**src/rtl/imem_loader.sv**
```systemverilog
// imem_loader: streams a header, N program words and (optional) checksum into instruction memory, then starts the CPU.
// Optional checksum stage enabled by defining IMEM_LOADER_CHECKSUM_EN.
module imem_loader #(
    parameter int DEPTH = 128
) (
    input  logic        clock,
    input  logic        reset,
    input  logic        load_req,
    input  logic        in_valid,
    input  logic [15:0] in_data,
    output logic        in_ready,
    output logic        wr_en,
    output logic [7:0]  wr_addr,
    output logic [15:0] wr_data,
    output logic        cpu_hold,
    output logic        cpu_start,
    output logic        busy,
    output logic        error
);
    localparam logic [2:0] IDLE  = 3'd0;
    localparam logic [2:0] HDR   = 3'd1;
    localparam logic [2:0] DATA  = 3'd2;
    localparam logic [2:0] START = 3'd4;
    localparam logic [2:0] DONE  = 3'd5;
    localparam logic [2:0] ERR   = 3'd6;
`ifdef IMEM_LOADER_CHECKSUM_EN
    localparam logic [2:0] CHK   = 3'd3;
    localparam logic [2:0] AFTER_DATA = CHK;
`else
    localparam logic [2:0] AFTER_DATA = START;
`endif

    logic [2:0] state;
    logic [8:0] cnt, n;
    logic       wr_pend;
    logic       xfer;

`ifdef IMEM_LOADER_CHECKSUM_EN
    assign in_ready = (state == HDR) || (state == DATA) || (state == CHK);
`else
    assign in_ready = (state == HDR) || (state == DATA);
`endif
    assign xfer      = in_valid && in_ready;
    assign busy      = in_ready || (state == START);
    assign cpu_start = (state == START);
    assign cpu_hold  = !((state == START) || (state == DONE));
    assign error     = (state == ERR);
    // a reset arriving in the write cycle must kill the write already registered
    assign wr_en     = wr_pend && !reset;

`ifdef IMEM_LOADER_CHECKSUM_EN
    logic [15:0] sum, total;
    assign total = sum + in_data;
    always_ff @(posedge clock) begin
        if (reset)
            sum <= 16'd0;
        else if (load_req && ((state == IDLE) || (state == DONE) || (state == ERR)))
            sum <= 16'd0;
        else if (xfer && ((state == HDR) || (state == DATA)))
            sum <= total;
    end
`endif

    always_ff @(posedge clock) begin
        if (reset) begin
            state   <= IDLE;
            cnt     <= 9'd0;
            n       <= 9'd0;
            wr_pend <= 1'b0;
            wr_addr <= 8'd0;
            wr_data <= 16'd0;
        end else begin
            wr_pend <= (state == DATA) && xfer;
            if ((state == DATA) && xfer) begin
                wr_addr <= cnt[7:0];
                wr_data <= in_data;
            end
            case (state)
                IDLE, DONE, ERR: if (load_req) begin
                    state <= HDR;
                    cnt   <= 9'd0;
                end
                HDR: if (xfer) begin
                    n     <= in_data[8:0];
                    state <= (in_data[8:0] == 9'd0 || in_data[8:0] > 9'(DEPTH)) ? ERR : DATA;
                end
                DATA: if (xfer) begin
                    cnt <= cnt + 9'd1;
                    if (cnt == n - 9'd1)
                        state <= AFTER_DATA;
                end
`ifdef IMEM_LOADER_CHECKSUM_EN
                CHK: if (xfer)
                    state <= (total == 16'd0) ? START : ERR;
`endif
                START:   state <= DONE;
                default: state <= IDLE;
            endcase
        end
    end
endmodule

```
**config.mk**
```make
export PLATFORM = sky130hd
export DESIGN_NAME = imem_loader
export DESIGN_NICKNAME = d
export VERILOG_FILES = /design/src/rtl/imem_loader.sv
export SDC_FILE = /design/constraint.sdc
export NUM_CORES = 1
export LEC_CHECK = 0
export ABC_CLOCK_PERIOD_IN_PS = 2240
export CORE_MARGIN = 2
export CORE_UTILIZATION = 48
export DETAILED_ROUTE_END_ITERATION = 10
export PLACE_DENSITY = 0.77
export REMOVE_ABC_BUFFERS = 1
export SLEW_MARGIN = 30
export SYNTH_ARGS = -nofsm -noshare
export SYNTH_HDL_FRONTEND = slang
export SYNTH_SLANG_ARGS = --single-unit
```
**constraint.sdc**
```tcl
create_clock -name clock -period 2.24 [get_ports clock]
set_input_delay 0.336 -clock clock [delete_from_list [all_inputs] [get_ports clock]]
set_output_delay 0.336 -clock clock [all_outputs]
set_load 0.02 [all_outputs]
```
Word level (Yosys, flattened, before mapping). Cells that the tools add are included.

Register bits after elaboration: 46. Input port bits: 20. Output and inout port bits: 30. Word-level logic and storage cells: 44.

Add/subtract/negate cells: 2. Magnitude comparators: 1. Eq/ne operators: 10. Multiplexer cells: 9. Reduce and logical (&&, ||, !) cells: 16.

Operators with widths (count): $mux W9 (2); $pmux W9 S2 (1); $mux W3 (5); $pmux W3 S4 (1); $add A9 B1 Y9 const B (1); $eq A3 B3 Y1 const B (3); $eq A9 B9 Y1 (1); $gt A9 B8 Y1 const B (1); $logic_not A9 Y1 (1); $sub A9 B1 Y9 const B (1); $ne A2 B2 Y1 const B (3); $logic_or A1 B1 Y1 (4); $reduce_and A4 Y1 (1); $eq A3 B1 Y1 const B (1); $eq A3 B2 Y1 const B (1); $logic_and A1 B1 Y1 (3); $logic_not A3 Y1 (1); $reduce_and A3 Y1 (1); $reduce_or A3 Y1 (1); $logic_not A1 Y1 (2); $ne A2 B1 Y1 const B (1); $reduce_and A2 Y1 (1); $reduce_bool A2 Y1 (1).

Longest topological paths before layout. Gate-level depths: netlist (run 1).

Word-level depth: 5. Mapped depth: 8. Depth with buffers taken out: 7.

Worst setup path after synthesis (run 1). OpenSTA, ideal clock, no wires.

Path type: reg-to-reg. Start: reg n[0]. End: reg state[2]. Setup time: 59 ps. Data arrival time: 1937 ps. Data required time: 2181 ps. Path slack: 244 ps. Cell stages (with the launch flop): 9. Buffers on the path: 1. Clock period less this slack: 1996 ps. Cells stage by stage: dfxtp_1 > inv_1 > ha_1 > buf_2 > o21bai_1 > a2111oi_0 > a311oi_1 > a2111oi_2 > a31o_1.

Cells in the longest elaborated chain, start to end: 4.

RTL lines: start, declared (RTL line 34) `logic [8:0] cnt, n;`; start signal, assigned (RTL line 84) `n <= in_data[8:0];`; $sub A9 B1 Y9 (RTL line 89) `if (cnt == n - 9'd1)`; $eq A9 B9 Y1 (RTL line 89); $ne A2 B1 Y1 (no line); $reduce_and A4 Y1 (no line); end signal, assigned (RTL line 85) `state <= (in_data[8:0] == 9'd0 || in_data[8:0] > 9'(DEPTH)) ? ERR : DATA;`; end, declared (RTL line 33) `logic [2:0] state;`.

Every way passes these cells. A chain may end at the register's enable or synchronous reset.

Worst setup path in the final report (run 1).
Start: reg state[1]. End: out in_ready.

Cells in the longest elaborated chain, start to end: 2. Elaborated cells between the ends (all ways): 3.

RTL lines: $eq A3 B1 Y1 / $eq A3 B2 Y1 (equally long branches) (RTL line 41) `assign in_ready = (state == HDR) || (state == DATA);`; $logic_or A1 B1 Y1 * (RTL line 41); end, declared (RTL line 11) `output logic in_ready,`.

Every way passes the cells marked *; elsewhere a longest branch is shown, timed or not.

==> impl_metrics.toml, run 1 <==
[worst_setup_path]
cpPeakStageDelay_ns = 0.63
startpoint = "state[1]$_SDFFE_PP0P_"
cp-start-kind = "register"
crit_chain = "inv_1 > nand2_1 > a21oi_1 > clkdlybuf4s50_1"
cp_slowest_cell = "clkdlybuf4s50_1"
end_kind = "output port"
critical_path_class = "reg2out"
cp.arrival_ns = 1.75
worstPathRequired_ns = 1.90
crit_fanout = 9
reg2reg_from = "n[1]$_SDFFE_PP0P_"

[power_and_ir_drop]
p_leak_nw = 1.03
total_power_w = 0.00171
peakVddDrop_uv = 404
powerDensity_mw_per_mm2 = 602

[sta]
period_share_pct = 93.2
setup_slack_ns = 0.151
setup-violations-final = 0
rsz0062_at_grt = "no"
finalSetupTns_ns = 0
max_freq_mhz = 479
period_needed_ns = 2.09
relSlewSlack_pct = 53.5
final_hold_viol_count = 0
worst_pin_slew_ns = 0.694
finClkSkew_ns = 0.00321
slew_violations = 0

[global_route]
grt_max_degree = 26
grt_pass1_vias = 1874
grt_pass1_wl_um = 8190
antenna_found_initial = 0
gr-total-overflow = 0
grt.total_usage_pct = 19.7

[cells_and_area]
diodes = 0
nets = 353
drive_gt1_share_pct = 8.16
area_growth_pct = 27.7
final_common_cell = "nand2_1"
final_cell_mix = "72 x nand2_1, 48 x clkdlybuf4s50_1, 44 x dfxtp_1"
fin_area_mm2 = 0.00284
nFillCells = 400

[synthesis]
ys_ff_latch = 46
synth_area_per_cell_um2 = 7.91
synthArstFlopShare_pct = 0
synth_ff_type = "dfxtp_1"
netlist_instances = 281
synthDistinctLibCells = 44
synth_seq_area_share_pct = 41.4
synth_edf_count = 0
yosysWarnings = 0
synth_area_mm2 = 0.00222

[detailed_routing]
ant_nets = 0
vias = 2058
wl_per_cell_um = 12.5
drt_iter0_markers = 111
route.detailed.drc = 0
finalWirelength_um = 4800
drtPass1Iterations = 4
routed_via_density = 5.37

[floorplanning]
die-area_mm2 = 0.00519
coreArea_mm2 = 0.00441
die_h_um = 72.1
rows = 24
initial_core_util_pct = 50.4
pin_count = 50
die_width_um = 72.1

[hold_path]
hp-start = "wr_data[10]$_SDFFE_PP0P_"
hold_path_class = "reg2reg"

[placement]
pre_cts_ws_ns = 0.0874
hpwl_um = 3520
portBuffers = 49
place.gp.congestion = 0.855
postPlaceCellArea_mm2 = 0.00275

[clock_tree]
cts-buffers-inserted = 5
clock-root-buffer = "clkbuf_8"
clk_pin_slew_ns = 0.08
cts_setup_buffers = 0
cts-htree-levels = 2
cts.path.max_buffers = 2
insertion_delay_ns = 0.30
cts.sinks = 46
cts_tree = "built"

[flow_run]
max-cap-violations = 0

[run_status]
status = "finished, final reports clean"
path summary, 6_finish.rpt:
check,endpoint,depth (start not counted),slack [ns]
max,in_ready,4,0.15
min,wr_data[10]$_SDFFE_PP0P_,2,0.46
max reg2reg,state[2]$_SDFFE_PP0P_,7,0.18
min reg2reg,wr_data[10]$_SDFFE_PP0P_,2,0.46
logic make-up after synthesis:
| logic type | synth area share [%] |
|---|---|
| xor+xnor | 7.48 |
| buf+inv | 5.57 |
| mux | 0.506 |
| fa+ha+maj | 1.13 |
| compound gates | 17.2 |
| simple gates | 26.7 |
| flops | 41.4 |
where the power goes:
| part | internal [W] | switching, W |
|---|---|---|
| clock | 0.000210 | 0.000272 |
| sequential | 0.000847 | 0.0000328 |
| combinational | 0.000167 | 0.000182 |
| total | 0.00122 | 0.000487 |
final cells by class:
class / count / area (µm²) / share of cell area (%)
Clock buffer: 5 / 68.8 / 2.42
Clock inverter: 2 / 10.0 / 0.352
Inverter: 4 / 15.0 / 0.529
Multi-Input combinational cell: 214 / 1180 / 41.6
Sequential cell: 46 / 923 / 32.5
Tap cell: 52 / 65.1 / 2.29
Timing Repair Buffer: 60 / 576 / 20.3
critical path: cells and delay by family, from the launching register on:
kind | cells | cell delay, ns
AO/OA/AOI/OAI | 1 | 0.21
AND/OR/NAND/NOR | 1 | 0.11
buffers and inverters | 2 | 0.76
flip-flops | 1 | 0.37
cell usage after synthesis, types with 2 or more instances:
master | count | area share [%]
nor2b_1 | 4 | 1.1
o21bai_1 | 4 | 1.4
a21oi_1 | 38 | 8.6
ha_1 | 2 | 1.1
a211oi_1 | 2 | 0.68
and3_1 | 3 | 0.84
xor2_1 | 4 | 1.6
nor4b_1 | 2 | 0.79
clkbuf_1 | 12 | 2.0
inv_1 | 4 | 0.68
nand3_1 | 7 | 1.6
nor4_1 | 4 | 1.1
buf_6 | 3 | 1.5
xnor2_1 | 15 | 5.9
dfxtp_1 | 46 | 41
nand2b_1 | 3 | 0.84
o21ai_0 | 4 | 0.90
nor3_1 | 7 | 1.6
o211ai_1 | 2 | 0.68
nor2_1 | 20 | 3.4
nand2_1 | 72 | 12
what timing repair did:
item	in CTS	in global routing
hold buffers	0	0
gates resized for setup	2	3
setup endpoints to repair	1	3
stage by stage:
stage | utilization [%] | std cells | hold WS [ns]
2_1_floorplan | - | 264 | 0.405
3_3_place_gp | 62.4 | 376 | 0.441
3_5_place_dp | 62.4 | 376 | 0.449
4_1_cts | 64.2 | 383 | 0.460
5_1_grt | 64.3 | 383 | 0.480
6_report | 64.3 | 383 | 0.457
layer usage:
layer	track usage [%]	part of all wire [%]
met1	25.2	47
met2	32.9	47
met3	3.89	4.8
met4	6.92	1.4
met5	0	0
flip-flops by register name, summed over array words and instances, names as in the netlist:
signal   cells
wr_addr      8
wr_pend      1
n            9
state        3
wr_data     16
cnt          9
Note: power is estimated with default switching activity, not from simulation.
==> run 2: changes to the inputs <==
ABC_CLOCK_PERIOD_IN_PS = 2340   (was 2240)
clock period = 2.34 ns   (was 2.24 ns; I/O delays follow)
==> run 2 against run 1 <==
Compared with the run above: clock power up 24%; via count decreased by 0.92%; sequential power shrank 4.1%; critical path type is now reg2reg; clock skew grew 0.0056 ns; first-iteration DRC count is 13% lower; combinational power down 4%; utilization is 0.085 points higher; count of clock-buffer cells in the layout increased by 1; register-to-register slack worse by 0.09 ns; die area is the same.
==> impl_metrics.toml, run 2 (synthesis results as in run 1) <==
[floorplanning]
die_width_um = 72.1
die_h_um = 72.1
die-area_mm2 = 0.00519
rows = 24
initial_core_util_pct = 50.4
pin_count = 50
coreArea_mm2 = 0.00441

[sta]
finalSetupTns_ns = 0
period_share_pct = 96.0
slew_violations = 0
relSlewSlack_pct = 46.8
setup-violations-final = 0
period_needed_ns = 2.25
rsz0062_at_grt = "no"
final_hold_viol_count = 0
max_freq_mhz = 445
worst_pin_slew_ns = 0.791
finClkSkew_ns = 0.00883

[run_status]
status = "finished, final reports clean"

[power_and_ir_drop]
peakVddDrop_uv = 322
powerDensity_mw_per_mm2 = 624
p_int_w = 0.00129
switchingPower_w = 0.000487
clkPwrFrac_pct = 33.6
p_sw_share_pct = 27.4
combPwrFrac_pct = 18.8
seqPwrFrac_pct = 47.6
p_leak_nw = 1.00

[worst_setup_path]
crit_chain = "nor4_1 > and4_1 > a311oi_1 > a2111oi_2 > a31o_1"
crit_fanout = 7
cp.arrival_ns = 2.49
end_kind = "register"
critical_path_class = "reg2reg"
worstPathRequired_ns = 2.59
cp_slowest_cell = "nor4_1"
cpPeakStageDelay_ns = 0.72
cp-start-kind = "register"

[detailed_routing]
drtPass1Iterations = 4
routed_via_density = 5.37
wl_per_cell_um = 12.5
vias = 2039
drt_iter0_markers = 97
finalWirelength_um = 4760
route.detailed.drc = 0
ant_nets = 0

[cells_and_area]
drive_gt1_share_pct = 7.32
area_growth_pct = 27.9
diodes = 0
stdcell_count = 380
top_register = "wr_data"
final_common_cell = "nand2_1"
final_cell_mix = "72 x nand2_1, 49 x clkdlybuf4s50_1, 44 x dfxtp_1"
nets = 349
reg_top3 = "wr_data (16), cnt (9), n (9)"
largest_register_ffs = 16

[global_route]
grt_util_met3_pct = 5.14
grt_pass1_vias = 1877
use_met2_pct = 31.1
antenna_found_initial = 0
gr-total-overflow = 0
grt_pass1_wl_um = 8380
grt_busiest_layer = "met2"
met1_usage_pct = 27.4
grt_max_degree = 39
grt.total_usage_pct = 19.9

[hold_path]
hold_path_class = "reg2reg"

[clock_tree]
insertion_delay_ns = 0.31
cts.sinks = 46
cts_setup_buffers = 0
cts-htree-levels = 2
cts.path.max_buffers = 2
cts_tree = "built"
clock-root-buffer = "clkbuf_8"
clk_pin_slew_ns = 0.09
cts-buffers-inserted = 5

[placement]
place.gp.congestion = 0.886
hpwl_um = 3340
placed_cells = 372
portBuffers = 49

[flow_run]
max-cap-violations = 0
==> run 2: cell count changes in the layout (fill, tap and decap cells not counted) <==
| cell | before | now |
|---|---|---|
| clkdlybuf4s50_1 | 48 | 49 |
| a2111oi_2 | 1 | 2 |
| a2111oi_1 | 1 | 0 |
| clkinv_2 | 2 | 0 |
| clkbuf_1 | 0 | 1 |
| buf_4 | 11 | 7 |
| dlymetal6s2s_1 | 1 | 0 |
| bufinv_16 | 0 | 1 |
| clkinvlp_4 | 0 | 1 |
==> run 2: timing repair <==
action,in CTS,in global routing
resized for setup,0,5
setup endpoints to repair,0,3
hold buffers,0,0
==> run 2: worst paths after layout <==
path,startpoint,end,slack [ns],depth (start not counted)
worst max-delay path,n[2]$_SDFFE_PP0P_,state[2]$_SDFFE_PP0P_,0.09,5
worst min-delay path,wr_data[2]$_SDFFE_PP0P_,wr_data[2]$_SDFFE_PP0P_,0.46,2
worst min register to register,wr_data[2]$_SDFFE_PP0P_,wr_data[2]$_SDFFE_PP0P_,0.46,2
worst max register to register,n[2]$_SDFFE_PP0P_,state[2]$_SDFFE_PP0P_,0.09,5
==> run 2: power groups by stage <==
stage	sequential, W	combinational (W)	clock, W
6_report	0.000844	0.000334	0.000596
4_1_cts	0.000843	0.000331	0.000604
2_1_floorplan	0.000868	0.000182	0
5_1_grt	0.000850	0.000373	0.000627
3_3_place_gp	0.000861	0.000324	0
3_5_place_dp	0.000862	0.000329	0
==> run 2: stage by stage <==
| step | cell area [µm²] | util, % | setup slack [ns] | total power (W) | hold slack [ns] |
|---|---|---|---|---|---|
| 5_1_grt | 2840 | 64.4 | 0.0104 | 0.00185 | 0.479 |
| 2_1_floorplan | 2110 | - | 0.387 | 0.00105 | 0.420 |
| 3_5_place_dp | 2720 | 61.7 | 0.106 | 0.00119 | 0.447 |
| 6_report | 2840 | 64.4 | 0.0932 | 0.00177 | 0.455 |
| 4_1_cts | 2830 | 64.2 | 0.00329 | 0.00178 | 0.459 |
| 3_3_place_gp | 2720 | 61.7 | 0.196 | 0.00118 | 0.441 |
==> run 2: per-layer routing <==
metal  part of all wire (%)  wire length, µm
met3                    4.5              213
met4                    1.3               63
met2                     46             2190
met5                      0                0
met1                     48             2290
==> run 2: cell type report <==
class                           instances  area, µm²
Tap cell                               52       65.1
Sequential cell                        46        923
Inverter                                4       15.0
Fill cell                             388       1570
Timing Repair Buffer                   56        543
Clock inverter                          2       37.5
Clock buffer                            6       72.6
Multi-Input combinational cell        214       1190
==> run 2: worst max-delay path: cells and delay by family (launching register included) <==
family / cells / cell delay (ns)
AOI/OAI and AO/OA: 3 / 0.77
DFF: 1 / 0.38
and+or+nand+nor: 2 / 1.04
